[config.mk]
export PLATFORM = sky130hd
export DESIGN_NAME = regm_pipe
export DESIGN_NICKNAME = d
export VERILOG_FILES = /design/src/rtl/regm_pipe.sv
export SDC_FILE = /design/constraint.sdc
export NUM_CORES = 1
export LEC_CHECK = 0
export ABC_CLOCK_PERIOD_IN_PS = 2160
export CORE_UTILIZATION = 44
export DETAILED_ROUTE_END_ITERATION = 12
export GPL_ROUTABILITY_DRIVEN = 0
export PLACE_DENSITY = 0.84
export SKIP_CTS_REPAIR_TIMING = 1
export SYNTH_ARGS = -nofsm -noshare
export SYNTH_HDL_FRONTEND = slang
export SYNTH_SLANG_ARGS = --single-unit
[constraint.sdc]
create_clock -name clk -period 2.16 [get_ports clk]
set_input_delay 0.324 -clock clk [delete_from_list [all_inputs] [get_ports clk]]
set_output_delay 0.324 -clock clk [all_outputs]
set_load 0.03 [all_outputs]
[src/rtl/regm_pipe.sv]
// regm_pipe: elastic multi-stage pipeline register with valid/ready handshake,
// bubble collapse, synchronous flush and a registered occupancy count.
module regm_pipe #(
    parameter int WIDTH  = 32,
    parameter int STAGES = 2
) (
    input  logic                        clk,
    input  logic                        reset,
    input  logic                        flush,
    input  logic                        in_valid,
    output logic                        in_ready,
    input  logic [WIDTH-1:0]            din,
    output logic                        out_valid,
    input  logic                        out_ready,
    output logic [WIDTH-1:0]            dout,
    output logic [$clog2(STAGES+1)-1:0] count
);
    localparam int CW = $clog2(STAGES+1);

    function automatic logic [CW-1:0] popcount(input logic [STAGES-1:0] v);
        logic [CW-1:0] n;
        n = '0;
        for (int i = 0; i < STAGES; i++) begin
            n = n + CW'(v[i]);
        end
        return n;
    endfunction

    logic [STAGES-1:0] v_q;
    logic [STAGES-1:0] v_n;
    logic [STAGES-1:0] v_d;
    logic [STAGES-1:0] rdy;
    logic [WIDTH-1:0]  d_q [STAGES];
    logic [WIDTH-1:0]  d_d [STAGES];
    logic [CW-1:0]     count_q;
    logic [CW-1:0]     count_d;

    // Ready chain: a stage can move when it is empty or everything downstream can move
    always_comb begin : ready_chain
        logic r;
        r   = out_ready;
        rdy = '0;
        for (int i = STAGES - 1; i >= 0; i--) begin
            r      = r | ~v_q[i];
            rdy[i] = r;
        end
    end

    // Next-state valid/data per stage; flush only clears valids, data is don't-care
    always_comb begin
        v_n = v_q;
        d_d = d_q;
        if (rdy[0]) begin
            v_n[0] = in_valid;
            d_d[0] = din;
        end else begin
            v_n[0] = v_q[0];
            d_d[0] = d_q[0];
        end
        for (int i = 1; i < STAGES; i++) begin
            if (rdy[i]) begin
                v_n[i] = v_q[i-1];
                d_d[i] = d_q[i-1];
            end else begin
                v_n[i] = v_q[i];
                d_d[i] = d_q[i];
            end
        end
        if (flush) begin
            v_d = '0;
        end else begin
            v_d = v_n;
        end
        count_d = popcount(v_d);
    end

    // Pipeline state and occupancy count
    always_ff @(posedge clk or posedge reset) begin
        if (reset) begin
            v_q     <= '0;
            count_q <= '0;
            for (int i = 0; i < STAGES; i++) begin
                d_q[i] <= '0;
            end
        end else begin
            v_q     <= v_d;
            count_q <= count_d;
            d_q     <= d_d;
        end
    end

    assign in_ready  = rdy[0];
    assign out_valid = v_q[STAGES-1];
    assign dout      = d_q[STAGES-1];
    assign count     = count_q;

endmodule

==> results of run 1 <==
-- metrics by stage --
stage / total power [mW] / area (sq um) / hold WS (ns) / setup slack, ns
6_report: 2.651 / 3565 / 0.3974 / 0.3409
5_1_grt: 2.790 / 3565 / 0.4253 / 0.2806
4_1_cts: 2.705 / 3565 / 0.4033 / 0.3310
3_5_place_dp: 1.855 / 3415 / 0.4911 / 0.3325
3_3_place_gp: 1.844 / 3415 / 0.4814 / 0.3478
2_1_floorplan: 1.723 / 2877 / 0.4019 / 0.1245
-- flip-flops by register name, indices dropped and copies added (netlist names) --
signal  flops
count       2
d_q        32
dout       32
v_q         2
-- critical path: cells and delay by family --
family | cells | cell delay, ns
buffers and inverters | 3 | 0.90
and+or+nand+nor | 1 | 0.26
-- placed cells by master (no fill, tap or decap) --
| master | instances |
|---|---|
| a21oi_1 | 2 |
| nor2b_4 | 1 |
| nand3b_4 | 1 |
| ha_1 | 1 |
| clkbuf_8 | 9 |
| clkdlybuf4s50_1 | 71 |
| mux2_2 | 53 |
| inv_2 | 1 |
| clkbuf_1 | 3 |
| mux2_4 | 11 |
| inv_1 | 2 |
| nand2b_1 | 1 |
| clkinv_2 | 3 |
| buf_4 | 4 |
| dfrtp_1 | 68 |
| buf_12 | 2 |
-- logic make-up after synthesis --
family | count (synthesis) | synth area share, %
buf+inv | 42 | 12.18
mux | 64 | 26.49
flops | 68 | 59.16
fa+ha+maj | 1 | 0.4349
compound gates | 2 | 0.3480
simple gates | 3 | 1.392
-- layout make-up --
class | instances | share of cell area, %
inverter | 3 | 0.3159
timing repair buffer | 77 | 21.90
clock buffer | 12 | 3.791
multi-input combinational | 70 | 23.13
clock inverter | 3 | 0.4212
sequential | 68 | 47.74
tap | 77 | 2.703
-- worst max-delay path by stage --
stage              start       end  depth (start not counted)  slack, ns
2_1_floorplan      reset  count[0]                          1       0.12
3_3_place_gp   out_ready  in_ready                          4       0.35
3_5_place_dp   out_ready  dout[15]                          3       0.33
4_1_cts        out_ready  in_ready                          4       0.33
5_1_grt        out_ready  in_ready                          4       0.28
6_report       out_ready  in_ready                          4       0.34
-- layer usage --
metal / GRT usage (%) / vias up / wire length, um
met3: 5.666 / 8 / 280
met5: 0 / - / 0
met2: 23.47 / 51 / 2229
met4: 6.583 / 0 / 69
li1: - / 669 / -
met1: 19.60 / 745 / 2051
-- power by group through the flow --
stage	clock (mW)	combinational (mW)	sequential, mW
after floorplan	0	0.301	1.42
after global placement	0	0.419	1.43
after detailed placement	0	0.426	1.43
after CTS	0.872	0.427	1.41
after global routing	0.927	0.446	1.42
final	0.826	0.420	1.40
==> metrics.md, run 1 <==
| Metric | Value |
|---|---|
| Global-route usage over all layers | `between 10% and 20%` |
| Post-synth top flop | `dfrtp_1` |
| Sequential area share after synthesis | `59.16%` |
| Syn_area_per_cell | `15.98 sq um` |
| Share of the synthesized area in the top cell type | `59.16%` |
| Async set-reset flop share out of synthesis | `100.0%` |
| Fill cells | `546` |
| Synthesis-to-finish area growth | `23.92%` |
| Final setup violation count | `0` |
| Synth Net Count | `218` |
| Area leader, netlist | `dfrtp_1` |
| Synth cell count leaders | `dfrtp_1, mux2_2, buf_4` |
| Worst Path Arrival | `around 1.5 ns` |
| Port bufs | `~70` |
| Critical path required time | `1.84 ns` |
| CP max stage delay | `between 0.5 and 0.6 ns` |
| Actual slew at the worst max-slew pin | `~0.52 ns` |
| Wire per inst | `14.94 um` |
| Worst Path Class, Setup | `in2out` |
| #FFs+latches synth | `68` |
| Period Utilization, post-route | `84.22%` |
| Layout cells sized above 1 | `a little over a third` |
| Remaining DRCs | `0` |
| Max-cap violations | `0` |
| Netlist cell types | `14` |
| Count leader, synth | `dfrtp_1` |
| Crit path max fanout | `18` |
| I/O Pins | `73` |
| Clock skew | `0.006070 ns` |
| Via density | `~4.8` |
| Layout Nets | `267` |
| Pwr dens | `743.6 mW/mm^2` |
| DRT antenna net count | `0` |
| Die area | `between 0.006 and 0.007 sq mm` |
| Initial Utilization | `45.56%` |
| Detailed Place HPWL | `between 3000 and 4000 um` |
| Worst R2R Setup Slack | `0.69 ns` |
| Yosys warnings | `0` |
| Core area | `0.006314 sq mm` |
| GR Overflow Total | `0` |
| DRT iter0 DRCs | `38` |
| Vias | `1,473` |
| Vias in the first global route | `1,650` |
| CP max-delay cell | `clkdlybuf4s50_1` |
| Clock sink count | `68` |
| Hold crit path type | `in2async` |
| First-pass GRT wire length | `8142 um` |
| Area of the multi-input gates | `824.5 sq um` |
| CTS tree | `done` |
| Reg2reg path depth | `2` |
| RR Endpoint | `dout[1]` |
| Die Wd | `roughly 83 um` |
| Sequential Power Share | `53.0%` |
| Sequential cell area | `0.001702 sq mm` |
| Number of cells after detailed placement | `a little under 300` |
| Antenna violations before repair | `0` |
| Largest net degree at the start of global routing | `69` |
| # rows | `29` |
| Final std cells w/o fill | `310` |
| Worst r2r src | `v_q[1]` |
| CTS buffer count | `9` |
| Crit path launch type | `input pin` |
| Clock Tree Buf Depth | `2` |
| Clk slew on worst S/H paths | `0.06 ns` |
| H-tree depth | `3` |
| Die height | `82.86 um` |
| EDFF count, synth | `0` |
| Unrepaired setup endpoints after global routing | `false` |
| Comb power frac | `15.9%` |
| Final Critical Period | `around 1.8 ns` |
| Sw Ratio | `between 20% and 30%` |
| Crit. End Element | `primary output` |
| Leak | `around 1.6 nW` |
| Post-layout util | `roughly 56%` |
| Relative slew slack | `65.51%` |
| Clk root buf | `clkbuf_8` |
| Detailed Route WL | `roughly 4600 um` |
| Power Internal | `1.992 mW` |
| Max Fclk | `~550 MHz` |
| Setup TNS Final | `0 ns` |
| Status | `completed` |
| Psw | `0.6586 mW` |
| Clock Latency Late Sink | `0.33 ns` |
| Cell area after synthesis | `0.002877 sq mm` |
| Max IR drop VDD | `roughly 0.47 mV` |
| ANT cells | `0` |
| Post-synthesis cell count | `180` |
| Clock power frac | `31.1%` |
| Drt first pass iters | `2` |
| Final Hold Vio Count | `0` |
| Crit-path cells | `clkdlybuf4s50_1 -> nand3b_4 -> buf_12 -> buf_4` |
| Synth area leaders | `dfrtp_1, mux2_2, buf_4` |
| Slew Viols, Final | `0` |
Note: power is estimated with default switching activity, not from simulation.
==> run 2: changes to the inputs <==
ABC_CLOCK_PERIOD_IN_PS = 1500   (was 2160)
clock period = 1.5 ns   (was 2.16 ns; I/O delays follow)
==> run 2 against run 1 <==
Net effect:
- clock power rose by 53%
- sequential share of layout area fell by 2.6 points
- clock skew fell by 0.0014 ns
- utilization rose by 3.3 points
- final cell count rose by 2.9%
- non-clock buffer count rose by 8
- combinational power rose by 45%
- sequential power rose by 44%
- cell area rose by 5.8%
- clock-buffer cell count rose by 2
==> metrics.md, run 2 (synthesized netlist as in run 1, its figures left out) <==
| Metric | Value |
|---|---|
| Clock sink count | `68` |
| Slew Viols, Final | `0` |
| GR Util met2 | `about a quarter` |
| DRT iter0 DRCs | `17` |
| Port bufs | `72` |
| Max IR drop VDD | `0.6889 mV` |
| Final Instance Area | `roughly 0.0038 sq mm` |
| Met1 Use GR | `19.57%` |
| Hold crit path type | `in2async` |
| Layout Nets | `between 200 and 300` |
| Remaining DRCs | `0` |
| H-tree depth | `3` |
| Via density | `4.743` |
| Detailed Place HPWL | `~3100 um` |
| Crit-path cells | `clkdlybuf4s50_1 -> nand3b_4 -> buf_12 -> buf_4` |
| Status | `completed` |
| Clock Latency Late Sink | `0.33 ns` |
| Leak | `between 1.5 and 2 nW` |
| CP max-delay cell | `clkdlybuf4s50_1` |
| Die height | `82.86 um` |
| Initial Utilization | `~46%` |
| Global-route usage over all layers | `15.43%` |
| Antenna violations before repair | `0` |
| Worst Path Class, Setup | `in2out` |
| Vias | `1,513` |
| First-pass GRT wire length | `8211 um` |
| Fill cells | `496` |
| CTS buffer count | `9` |
| Synthesis-to-finish area growth | `31.14%` |
| Placed inst area | `0.003481 sq mm` |
| Core area | `around 0.0063 sq mm` |
| Final Hold Vio Count | `0` |
| Pre-CTS setup slack | `-0.1098 ns` |
| Area of the multi-input gates | `824.5 sq um` |
| Clk slew on worst S/H paths | `0.06 ns` |
| Hold WS | `0.3599 ns` |
| I/O Pins | `73` |
| Final setup violation count | `0` |
| # rows | `29` |
| Sequential cell area | `0.001703 sq mm` |
| Critical path required time | `1.27 ns` |
| Relative slew slack | `76.03%` |
| Crit. End Element | `primary output` |
| Actual slew at the worst max-slew pin | `0.3590 ns` |
| Pwr dens | `approximately 1000 mW/mm^2` |
| Max-cap violations | `0` |
| Clk root buf | `clkbuf_8` |
| Layout cells sized above 1 | `38.84%` |
| DRT antenna net count | `0` |
| Crit path launch type | `input pin` |
| ANT cells | `0` |
| Largest net degree at the start of global routing | `69` |
| Die Wd | `82.86 um` |
| WP buf/inv | `3` |
| Max Fclk | `691.9 MHz` |
| Most common cell after layout, fill and taps aside | `dfrtp_1` |
| M3 GR Usage | `5.666%` |
| GR Overflow Total | `0` |
| Largest delay contributor family on the critical path | `buffers and inverters` |
| CP max stage delay | `0.50 ns` |
| Detailed Route WL | `4901 um` |
| CTS tree | `done` |
| Worst Path Arrival | `about 1.2 ns` |
| Die area | `0.006865 sq mm` |
| Crit path max fanout | `12` |
| Commonest cells after routing, fill and taps aside | `dfrtp_1, mux2_2, clkdlybuf4s50_1` |
| Final Critical Period | `about 1.4 ns` |
| Clock skew | `0.004643 ns` |
| GRT busiest layer | `met2` |
| Final setup margin | `0.05475 ns` |
| Post-layout util | `around three fifths` |
| Drt first pass iters | `4` |
| Vias in the first global route | `1,660` |
| Clock Tree Buf Depth | `2` |
| Period Utilization, post-route | `96.35%` |
| Wire per inst | `between 15 and 20 um` |
run 2: cell type report:
cell class | count | area share (%)
Timing Repair Buffer | 85 | 25.74
Tap cell | 77 | 2.554
Inverter | 3 | 0.3980
Multi-Input combinational cell | 70 | 21.86
Clock buffer | 14 | 4.046
Sequential cell | 68 | 45.14
Clock inverter | 2 | 0.2653
run 2: per-layer routing:
metal | up-vias | part of all wire (%)
li1 | 695 | -
met1 | 764 | 44
met2 | 47 | 49
met3 | 7 | 5.7
met4 | 0 | 1.2
met5 | - | 0
run 2: power by group:
group | internal (mW) | switching [mW]
Clock | 0.643 | 0.613
Sequential | 1.96 | 0.0628
Combinational | 0.328 | 0.283
run 2: path summary, 6_finish.rpt:
check                           from       end  slack (ns)  cells past startpoint
hold / removal                 reset  dout[19]        0.36                      3
setup reg to reg              v_q[1]   d_q[50]        0.19                      4
hold reg to reg              d_q[53]  dout[21]        0.50                      1
setup / recovery           out_ready  in_ready        0.05                      4
max in group asynchronous      reset    v_q[1]        0.86                      3
min in group clk            in_valid    v_q[0]        0.47                      3
run 2: stage by stage:
stage | cells | power (mW) | TNS (ns)
floorplan | 180 | 2.482 | 0
global placement | 300 | 2.669 | -3.255
detailed placement | 300 | 2.686 | -4.760
CTS | 316 | 3.972 | -3.775
global route | 319 | 4.082 | -0.004202
finish | 319 | 3.887 | 0
run 2: worst register-to-register path, delay by kind of cell, from the launching register on:
kind                   cells  cell delay, ns
flip-flops                 1            0.44
multiplexers               1            0.35
buffers and inverters      2            0.29
AND/OR/NAND/NOR            1            0.11
